File: src/rtl/uart_pkg.sv
// Shared definitions for the configurable UART receiver: parity modes,
// receiver state encoding and the expected-parity helper.
package uart_pkg;

    localparam int PARITY_NONE = 0;
    localparam int PARITY_ODD  = 1;
    localparam int PARITY_EVEN = 2;

    typedef enum logic [2:0] {
        S_IDLE,
        S_START,
        S_DATA,
        S_PARITY,
        S_STOP,
        S_BREAK_WAIT
    } rx_state_t;

    // Callers zero-extend narrower words; extra zeros leave the XOR unchanged.
    function automatic logic expected_parity(input logic [8:0] data, input int mode);
        return (mode == PARITY_ODD) ? ~(^data) : ^data;
    endfunction

endpackage

File: src/rtl/uart_rx_sampler.sv
// Input synchroniser and bit sampler for uart_rx_cfg. With UART_RX_MAJORITY_EN
// defined, each requested sample is a 2-of-3 vote delivered one cycle later.
module uart_rx_sampler (
    input  logic i_Clock,
    input  logic i_Rst_L,
    input  logic rx_serial,
    input  logic sample_req,
    output logic rx_s,
    output logic sample_bit,
    output logic sample_vld
);

    logic sync_1;
    logic sync_2;

    // NOTE: non-blocking assignments make the two stages shift on the same edge instead of collapsing into one.
    always_ff @(posedge i_Clock or negedge i_Rst_L) begin
        if (!i_Rst_L) begin
            sync_1 <= 1'b1;
            sync_2 <= 1'b1;
        end else begin
            sync_1 <= rx_serial;
            sync_2 <= sync_1;
        end
    end

    assign rx_s = sync_2;

`ifdef UART_RX_MAJORITY_EN
    logic rx_d;
    logic vote_a;
    logic vote_b;
    logic vote_vld;

    // vote_a/vote_b hold the sample-1 and sample values; sample+1 is rx_s now.
    always_ff @(posedge i_Clock or negedge i_Rst_L) begin
        if (!i_Rst_L) begin
            rx_d     <= 1'b1;
            vote_a   <= 1'b1;
            vote_b   <= 1'b1;
            vote_vld <= 1'b0;
        end else begin
            rx_d     <= rx_s;
            vote_vld <= sample_req;
            if (sample_req) begin
                vote_a <= rx_d;
                vote_b <= rx_s;
            end
        end
    end

    assign sample_bit = (vote_a & vote_b) | (vote_a & rx_s) | (vote_b & rx_s);
    assign sample_vld = vote_vld;
`else
    assign sample_bit = rx_s;
    assign sample_vld = sample_req;
`endif

endmodule

File: src/rtl/uart_rx_cfg.sv
// Parametrised UART receiver (5-9 data bits, none/odd/even parity, 1-2 stop bits)
// with parity, framing and break reporting. Optional feature macro: UART_RX_MAJORITY_EN.
module uart_rx_cfg
    import uart_pkg::*;
#(
    parameter int CLKS_PER_BIT = 217,
    parameter int DATA_BITS    = 8,
    parameter int PARITY       = 0,
    parameter int STOP_BITS    = 1
) (
    input  logic                 i_Clock,
    input  logic                 i_Rst_L,
    input  logic                 i_RX_Serial,
    output logic                 o_RX_DV,
    output logic [DATA_BITS-1:0] o_RX_Data,
    output logic                 o_Parity_Err,
    output logic                 o_Frame_Err,
    output logic                 o_Break,
    output logic                 o_Busy
);

    if (CLKS_PER_BIT < 4) begin : g_bad_clks_per_bit
        $fatal(1, "uart_rx_cfg: CLKS_PER_BIT must be >= 4");
    end
    if (DATA_BITS < 5 || DATA_BITS > 9) begin : g_bad_data_bits
        $fatal(1, "uart_rx_cfg: DATA_BITS must be in 5..9");
    end
    if (PARITY < PARITY_NONE || PARITY > PARITY_EVEN) begin : g_bad_parity
        $fatal(1, "uart_rx_cfg: PARITY must be 0, 1 or 2");
    end
    if (STOP_BITS < 1 || STOP_BITS > 2) begin : g_bad_stop_bits
        $fatal(1, "uart_rx_cfg: STOP_BITS must be 1 or 2");
    end

    localparam int CNT_W = $clog2(CLKS_PER_BIT);
    localparam int IDX_W = $clog2(DATA_BITS);
    localparam int MID   = (CLKS_PER_BIT - 1) / 2;

    localparam logic [CNT_W-1:0] START_LAST = CNT_W'(MID);
    localparam logic [CNT_W-1:0] BIT_LAST   = CNT_W'(CLKS_PER_BIT - 1);
    localparam logic [IDX_W-1:0] IDX_LAST   = IDX_W'(DATA_BITS - 1);
    localparam logic             STOP_LAST  = 1'(STOP_BITS - 1);
    localparam bit               HAS_PARITY = (PARITY != PARITY_NONE);

    rx_state_t            state;
    logic [CNT_W-1:0]     clk_cnt;
    logic [IDX_W-1:0]     bit_idx;
    logic                 stop_idx;
    logic [DATA_BITS-1:0] shift;
    logic                 par_bit;
    logic                 par_err;
    logic                 frm_err;

    logic rx_s;
    logic sample_req;
    logic sample_bit;
    logic sample_vld;

    uart_rx_sampler u_sampler (
        .i_Clock    (i_Clock),
        .i_Rst_L    (i_Rst_L),
        .rx_serial  (i_RX_Serial),
        .sample_req (sample_req),
        .rx_s       (rx_s),
        .sample_bit (sample_bit),
        .sample_vld (sample_vld)
    );

    // NOTE: a default before the case keeps every path assigned, so no latch is inferred.
    always_comb begin
        sample_req = 1'b0;
        case (state)
            S_START:                    sample_req = (clk_cnt == START_LAST);
            S_DATA, S_PARITY, S_STOP:   sample_req = (clk_cnt == BIT_LAST);
            default:                    sample_req = 1'b0;
        endcase
    end

    // The bit clock free-runs from the start edge; acting on sample_vld rather
    // than the count lets the voted sample arrive late without skewing later bits.
    always_ff @(posedge i_Clock or negedge i_Rst_L) begin
        if (!i_Rst_L) begin
            state        <= S_IDLE;
            clk_cnt      <= '0;
            bit_idx      <= '0;
            stop_idx     <= 1'b0;
            shift        <= '0;
            par_bit      <= 1'b0;
            par_err      <= 1'b0;
            frm_err      <= 1'b0;
            o_RX_DV      <= 1'b0;
            o_RX_Data    <= '0;
            o_Parity_Err <= 1'b0;
            o_Frame_Err  <= 1'b0;
            o_Break      <= 1'b0;
        end else begin
            o_RX_DV <= 1'b0;
            if (sample_req) begin
                clk_cnt <= '0;
            end else begin
                clk_cnt <= clk_cnt + 1'b1;
            end

            case (state)
                S_IDLE: begin
                    clk_cnt  <= '0;
                    bit_idx  <= '0;
                    stop_idx <= 1'b0;
                    if (!rx_s) begin
                        // The detection cycle is count 0 of the half-bit wait.
                        state   <= S_START;
                        clk_cnt <= CNT_W'(1);
                        par_bit <= 1'b0;
                        par_err <= 1'b0;
                        frm_err <= 1'b0;
                    end
                end

                S_START: begin
                    if (sample_vld) begin
                        if (sample_bit) begin
                            state   <= S_IDLE;
                            clk_cnt <= '0;
                        end else begin
                            state <= S_DATA;
                        end
                    end
                end

                S_DATA: begin
                    if (sample_vld) begin
                        shift[bit_idx] <= sample_bit;
                        if (bit_idx == IDX_LAST) begin
                            bit_idx <= '0;
                            state   <= HAS_PARITY ? S_PARITY : S_STOP;
                        end else begin
                            bit_idx <= bit_idx + 1'b1;
                        end
                    end
                end

                S_PARITY: begin
                    if (sample_vld) begin
                        par_bit <= sample_bit;
                        par_err <= (sample_bit != expected_parity(9'(shift), PARITY));
                        state   <= S_STOP;
                    end
                end

                S_STOP: begin
                    if (sample_vld) begin
                        if (!stop_idx && !sample_bit && shift == '0 && !par_bit) begin
                            o_RX_DV      <= 1'b1;
                            o_RX_Data    <= shift;
                            o_Parity_Err <= par_err;
                            o_Frame_Err  <= 1'b1;
                            o_Break      <= 1'b1;
                            state        <= S_BREAK_WAIT;
                            clk_cnt      <= '0;
                        end else if (stop_idx == STOP_LAST) begin
                            o_RX_DV      <= 1'b1;
                            o_RX_Data    <= shift;
                            o_Parity_Err <= par_err;
                            o_Frame_Err  <= frm_err | !sample_bit;
                            o_Break      <= 1'b0;
                            state        <= S_IDLE;
                            clk_cnt      <= '0;
                        end else begin
                            frm_err  <= frm_err | !sample_bit;
                            stop_idx <= 1'b1;
                        end
                    end
                end

                S_BREAK_WAIT: begin
                    clk_cnt <= '0;
                    if (rx_s) begin
                        state <= S_IDLE;
                    end
                end

                default: begin
                    state   <= S_IDLE;
                    clk_cnt <= '0;
                end
            endcase
        end
    end

    assign o_Busy = (state != S_IDLE);

endmodule

File: config.mk
export PLATFORM = sky130hd
export DESIGN_NAME = uart_rx_cfg
export DESIGN_NICKNAME = d
export VERILOG_FILES = /design/src/rtl/uart_pkg.sv /design/src/rtl/uart_rx_sampler.sv /design/src/rtl/uart_rx_cfg.sv
export SDC_FILE = /design/constraint.sdc
export NUM_CORES = 1
export LEC_CHECK = 0
export CAP_MARGIN = 25
export CORE_AREA = 2 2 54 82
export CTS_CLUSTER_SIZE = 8
export DETAILED_ROUTE_END_ITERATION = 10
export DIE_AREA = 0 0 56 84
export PLACE_DENSITY = 0.7
export SKIP_CTS_REPAIR_TIMING = 1
export SYNTH_ARGS = -nofsm -noshare
export SYNTH_HDL_FRONTEND = slang
export SYNTH_SLANG_ARGS = --single-unit
File: constraint.sdc
create_clock -name i_Clock -period 1.9 [get_ports i_Clock]
set_clock_uncertainty 0.05 [all_clocks]
set_input_delay 0.475 -clock i_Clock [delete_from_list [all_inputs] [get_ports i_Clock]]
set_output_delay 0.475 -clock i_Clock [all_outputs]
set_load 0.005 [all_outputs]
==> Word-level counts from Yosys, hierarchy flattened <==
Index checks and enable logic that the tools add are counted.
{ "word_totals": {"ff_bits": 40, "out_inout_bits": 13, "elab_cells": 114, "in_bits": 3} }
{ "classes": {"mux": 51, "n_lt_le_gt_ge": 2, "bitwise_logic": 1, "reduce_logical": 23, "n_addsub": 2, "eq_ne": 20} }
{ "op_table": {"columns": ["op", "n"], "rows": [
  ["$mux 8", 8],
  ["$mux 3", 11],
  ["$pmux 8 s4", 1],
  ["$mux 1", 21],
  ["$pmux 3 s6", 1],
  ["$ne 2x2->1 const B", 8],
  ["$pmux 1 s2", 5],
  ["$eq 3x3->1 const B", 3],
  ["$reduce_and 3->1", 3],
  ["$reduce_xor 9->1", 1],
  ["$add 8x1->8 const B", 1],
  ["$bwmux 8", 1],
  ["$eq 8x7->1 const B", 1],
  ["$eq 8x8->1 const B", 1],
  ["$logic_not 8->1", 1],
  ["$reduce_and 8->1", 1],
  ["$eq 3x2->1 const B", 2],
  ["$pmux 3 s2", 1],
  ["$reduce_bool 2->1", 3],
  ["$reduce_and 5->1", 1],
  ["$logic_and 1x1->1", 4],
  ["$lt 3x4->1 const B", 1],
  ["$ne 2x1->1 const B", 2],
  ["$reduce_and 2->1", 2],
  ["other kinds (13)", 15]
]} }

==> Depth between registers and ports, before layout <==
{ "logic_depth": {"word_depth": 8, "depth_mapped": 8, "depth_no_buf": 7} }

==> By module <==
A second synthesis with hierarchy kept.
{ "unflattened": {"hier_cells": 196, "hier_area_um2": 2011.9} }
{ "by_module_without_submodules": {"columns": ["module", "n_inst", "seq_area_each_um2", "cells_per_inst", "area_each_um2"], "rows": [
  ["uart_rx_cfg", 1, 950.9, 192, 1944.4],
  ["uart_rx_sampler", 1, 52.6, 4, 67.6]
]} }

==> Least setup slack after synthesis <==
No wires, ideal clock.
{ "synth_path": {"path_type": "reg2reg", "start": "register clk_cnt[0]", "end": "register o_RX_Data[1]", "setup_time_ns": 0.128, "stages_incl_launch_ff": 8, "path_slack_ns": 0.049, "synth_period_minus_slack_ns": 1.851, "n_path_buf": 1, "required_ns": 1.722, "t_arrival_ns": 1.674, "cell_sequence": "dfrtp_1 -> inv_1 -> ha_1 -> and3_1 -> nand4_4 -> nor2_2 -> buf_4 -> mux2_1"} }
{ "synth_via": {"elab_chain_len": 3, "elab_cells_between_ends": 4, "cone_classes": "eq/ne (2); mux (1); reduce/logical (1)"} }
{ "synth_rtl": {"columns": ["item", "line", "rtl"], "rows": [
  ["start, declared", "uart_rx_cfg.sv:46", "logic [CNT_W-1:0] clk_cnt;"],
  ["start signal, assigned", "uart_rx_cfg.sv:101", "clk_cnt <= clk_cnt + 1'b1;"],
  ["$eq 8x8->1 or $eq 8x7->1 (tied branches)", "uart_rx_cfg.sv:74, uart_rx_cfg.sv:73", null],
  ["$pmux 1 s2 *", "uart_rx_cfg.sv:72", "case (state)"],
  ["$reduce_and 3->1 (no source line) *", null, null],
  ["end signal, assigned", "uart_rx_cfg.sv:154", "o_RX_Data <= shift;"],
  ["end signal, assigned", "uart_rx_cfg.sv:162", "o_RX_Data <= shift;"],
  ["end, declared", "uart_rx_cfg.sv:15", "output logic [DATA_BITS-1:0] o_RX_Data,"]
]} }
Mark *: on every way between the ends. The rest lies on a longest branch, timed or not.
A chain may end at the register's enable or synchronous reset.

==> Worst setup path after layout <==
{ "layout_path": {"start": "register state[1]", "end": "register clk_cnt[0]"} }
{ "layout_via": {"elab_chain_len": 8, "elab_cells_between_ends": 15, "cone_classes": "eq/ne (4); mux (8); reduce/logical (3)"} }
{ "layout_rtl": {"columns": ["item", "line", "rtl"], "rows": [
  ["start, declared", "uart_rx_cfg.sv:45", "rx_state_t state;"],
  ["start signal, assigned", "uart_rx_cfg.sv:135", "state <= HAS_PARITY ? S_PARITY : S_STOP;"],
  ["$eq 3x3->1 or $eq 3x2->1 (tied branches)", "uart_rx_cfg.sv:72, uart_rx_cfg.sv:104", null],
  ["$reduce_or 3->1", "uart_rx_cfg.sv:72", null],
  ["$pmux 1 s2", "uart_rx_cfg.sv:72", null],
  ["$mux 8", "uart_rx_cfg.sv:98", "if (sample_req) begin"],
  ["$mux 8", "uart_rx_cfg.sv:160", "end else if (stop_idx == STOP_LAST) begin"],
  ["$mux 8", "uart_rx_cfg.sv:152", "if (!stop_idx && !sample_bit && shift == '0 && !par_bit) begin"],
  ["$mux 8", "uart_rx_cfg.sv:151", "if (sample_vld) begin"],
  ["$pmux 8 s4 *", "uart_rx_cfg.sv:104", "case (state)"]
]} }
Marks and branches as above.

==> flow_summary.ini <==
[grt]
grt_pass1_wl_um = 6940
grt_max_degree = 16
gr-total-overflow = 0
antenna_found_initial = 0
grt_pass1_vias = 1513
grt.total_usage_pct = 19.2

[clocking]
root_buffer = clkbuf_8
cts.sinks = 40
worstSkewPairLatency_ps = 300
cts_max_path_buffers = 2
cts_tree = done
cts_buffers = 5
htreeDepth = 2
clkTransAtPathRegs_ps = 80

[yosys]
syn_area_per_cell_um2 = 11.3
synthArstFlopShare_pct = 100
yosysTopAreaCell = dfrtp_1
synthDistinctLibCells = 47
synth_area_um2 = 2020
synth.area.top_cells = dfrtp_1, mux2_1, ha_1, mux2i_1, inv_1
ys_seq_area_share_pct = 49.7
synthCells = 179
syn_nets = 190
synth_top_area_share_pct = 47.1
yosysWarnings = 0
synth_edf_count = 0
ys_ff_latch = 40
synthFlopType = dfrtp_1

[floorplanning]
rows = 29
die_x_um = 56
fp.dieArea_um2 = 4700
start_util_pct = 49.7
coreArea_um2 = 4060
ioPinCount = 16
die_h_um = 84

[final_layout]
drive_gt1_share_pct = 21.6
nFillCells = 355
diodes = 0
fin_util_pct = 60.4
final_cells = 264
areaGrowthSynthToFinish_pct = 21.5
nets = 228

[detailed_routing]
drtPass1Iterations = 4
post_drt_wl_per_cell_um = 15.3
routed_wirelength_um = 4030
avgViaCountPerCell = 5.52
drc = 0
ant_nets = 0
dr_total_vias = 1456
first_iter_violations = 22

[job]
maxCapViolCount = 0

[pwr]
internal_power_w = 0.00112
swShare_pct = 22.1
power_density_nw_per_um2 = 586
p_leak_nw = 1.17
p_sw_w = 0.000318
peakVddDrop_uv = 654
power_frac_comb_pct = 2.4
p_seq_share_pct = 59.6
clkPwrFrac_pct = 38.0

[sta]
worstMarginPinSlew_ps = 421
final-hold-violation-count = 0
fin_crit_ps = 1820
fmax_ghz = 0.550
finalMaxSlewViolations = 0
finalCritPeriodShare_pct = 95.7
rsz0062_at_grt = yes
finalSetupViolations = 0
relSlewSlack_pct = 71.9

[worst_setup_path]
r2r_end = clk_cnt[0]$_DFF_PN0_
path_class = reg -> reg
regToRegStartpoint = state[1]$_DFFE_PN0P_
critPathCaptureType = flip-flop
worstRegToRegCells = 6
cp.arrival_ps = 1990
cp_max_fo = 8
startpoint_type = flip-flop
required_ps = 2070
r2r_slack_ps = 80

[place]
io_buffers = 15
post-dp-hpwl_um = 3110
gp_congestion = 0.816
place_inst = 252

[min_path]
min-delay-path-class = in -> async

[status]
status = finished clean
-- stage by stage --
| step | instance area, µm² | setup slack, ps | hold WS [ps] | total power (W) | TNS [ps] |
|---|---|---|---|---|---|
| 6_report | 2460 | 82.1 | 13.0 | 0.00144 | 0 |
| 3_5_place_dp | 2320 | 52.5 | 304 | 0.000911 | 0 |
| 3_3_place_gp | 2320 | 104 | 298 | 0.000909 | 0 |
| 2_1_floorplan | 2020 | 48.6 | 129 | 0.000882 | 0 |
| 5_1_grt | 2460 | -63.4 | 17.7 | 0.00149 | -98.0 |
| 4_1_cts | 2400 | -194 | 14.8 | 0.00146 | -194 |
-- registers in the layout, summed over array words and instances, names as in the netlist --
signal / cells
shift: 8
o_Frame_Err: 1
par_bit: 1
o_Parity_Err: 1
o_RX_DV: 1
state: 3
u_sampler.rx_s: 1
u_sampler.sync_1: 1
clk_cnt: 8
bit_idx: 3
par_err: 1
frm_err: 1
o_Break: 1
o_RX_Data: 8
stop_idx: 1
-- worst max-delay path by stage --
stage / depth (start not counted) / start / slack (ps) / end
final: 6 / state[1]$_DFFE_PN0P_ / 80 / clk_cnt[0]$_DFF_PN0_
after global routing: 7 / clk_cnt[1]$_DFF_PN0_ / -60 / shift[6]$_DFFE_PN0P_
after CTS: 2 / state[0]$_DFFE_PN0P_ / -190 / o_Busy
after detailed placement: 7 / clk_cnt[1]$_DFF_PN0_ / 50 / o_Break$_DFFE_PN0P_
after global placement: 6 / state[2]$_DFFE_PN0P_ / 100 / o_Break$_DFFE_PN0P_
after floorplan: 7 / clk_cnt[0]$_DFF_PN0_ / 50 / o_RX_Data[1]$_DFFE_PN0P_
-- Yosys cell counts (2+ instances only) --
cell type   n
dfrtp_1    38
nor2b_1     3
o22ai_1     2
nand2b_1    2
clkbuf_1    2
dfstp_2     2
xor2_1      6
mux2i_1     9
nand2_1    10
o21ai_0     4
a41oi_1     2
nor2_1     14
and4bb_2    2
mux2_1      9
nor2_2      2
or3_1       2
o21ai_1     2
a21boi_1    2
nand3_1    11
ha_1        8
xnor2_1     4
nand3b_1    2
and3_1      3
inv_1      15
-- cell families after synthesis --
family / count (synthesis) / synth area share [%]
AO/OA/AOI/OAI: 20 / 7.99
AND/OR/NAND/NOR: 62 / 18.7
buffers and inverters: 20 / 4.33
XOR/XNOR: 10 / 4.33
multiplexers: 19 / 10.0
flip-flops: 40 / 49.7
adder cells (fa/ha/maj): 8 / 4.95
-- power by group through the flow --
stage | sequential (W) | combinational, W | clock [W]
4_1_cts | 0.000858 | 0.0000360 | 0.000564
3_5_place_dp | 0.000875 | 0.0000360 | 0
2_1_floorplan | 0.000873 | 0.00000880 | 0
6_report | 0.000858 | 0.0000344 | 0.000546
3_3_place_gp | 0.000874 | 0.0000349 | 0
5_1_grt | 0.000858 | 0.0000397 | 0.000597
-- worst max-delay path, stage by stage, from the launching register on --
cell       delay (ps)
dfrtp_1           400
or3_1             370
buf_4             160
and3_4            160
a2111oi_4         350
nor2_4            110
o22ai_2           130
-- cell type report --
| cell class | instances | area (µm²) | area share, % |
|---|---|---|---|
| clock buffer | 6 | 72.6 | 2.95 |
| clock inverter | 2 | 12.5 | 0.509 |
| inverter | 15 | 56.3 | 2.29 |
| multi-input combinational | 119 | 948 | 38.6 |
| sequential | 40 | 1000 | 40.9 |
| tap | 46 | 57.6 | 2.34 |
| timing repair buffer | 36 | 305 | 12.4 |
-- routing by layer --
metal / track usage (%) / up-vias / part of all wire, %
li1: - / 695 / -
met1: 21.2 / 731 / 38
met2: 34.2 / 21 / 57
met3: 4.03 / 9 / 2.6
met4: 8.87 / 0 / 2.4
met5: 0 / - / 0
-- layout by cell type, fill, tap and decap left out, types with 4 or more instances in the layout --
master and n:
buf_4 21, nand2_1 10, xnor2_1 4, nor2_1 12, mux2_1 9, o21ai_0 4
ha_1 8, inv_1 15, clkdlybuf4s50_1 13, nand3_1 11, xor2_1 6, dfrtp_1 38
clkbuf_8 5, mux2i_1 9
Power figures use the tool's default switching activity.
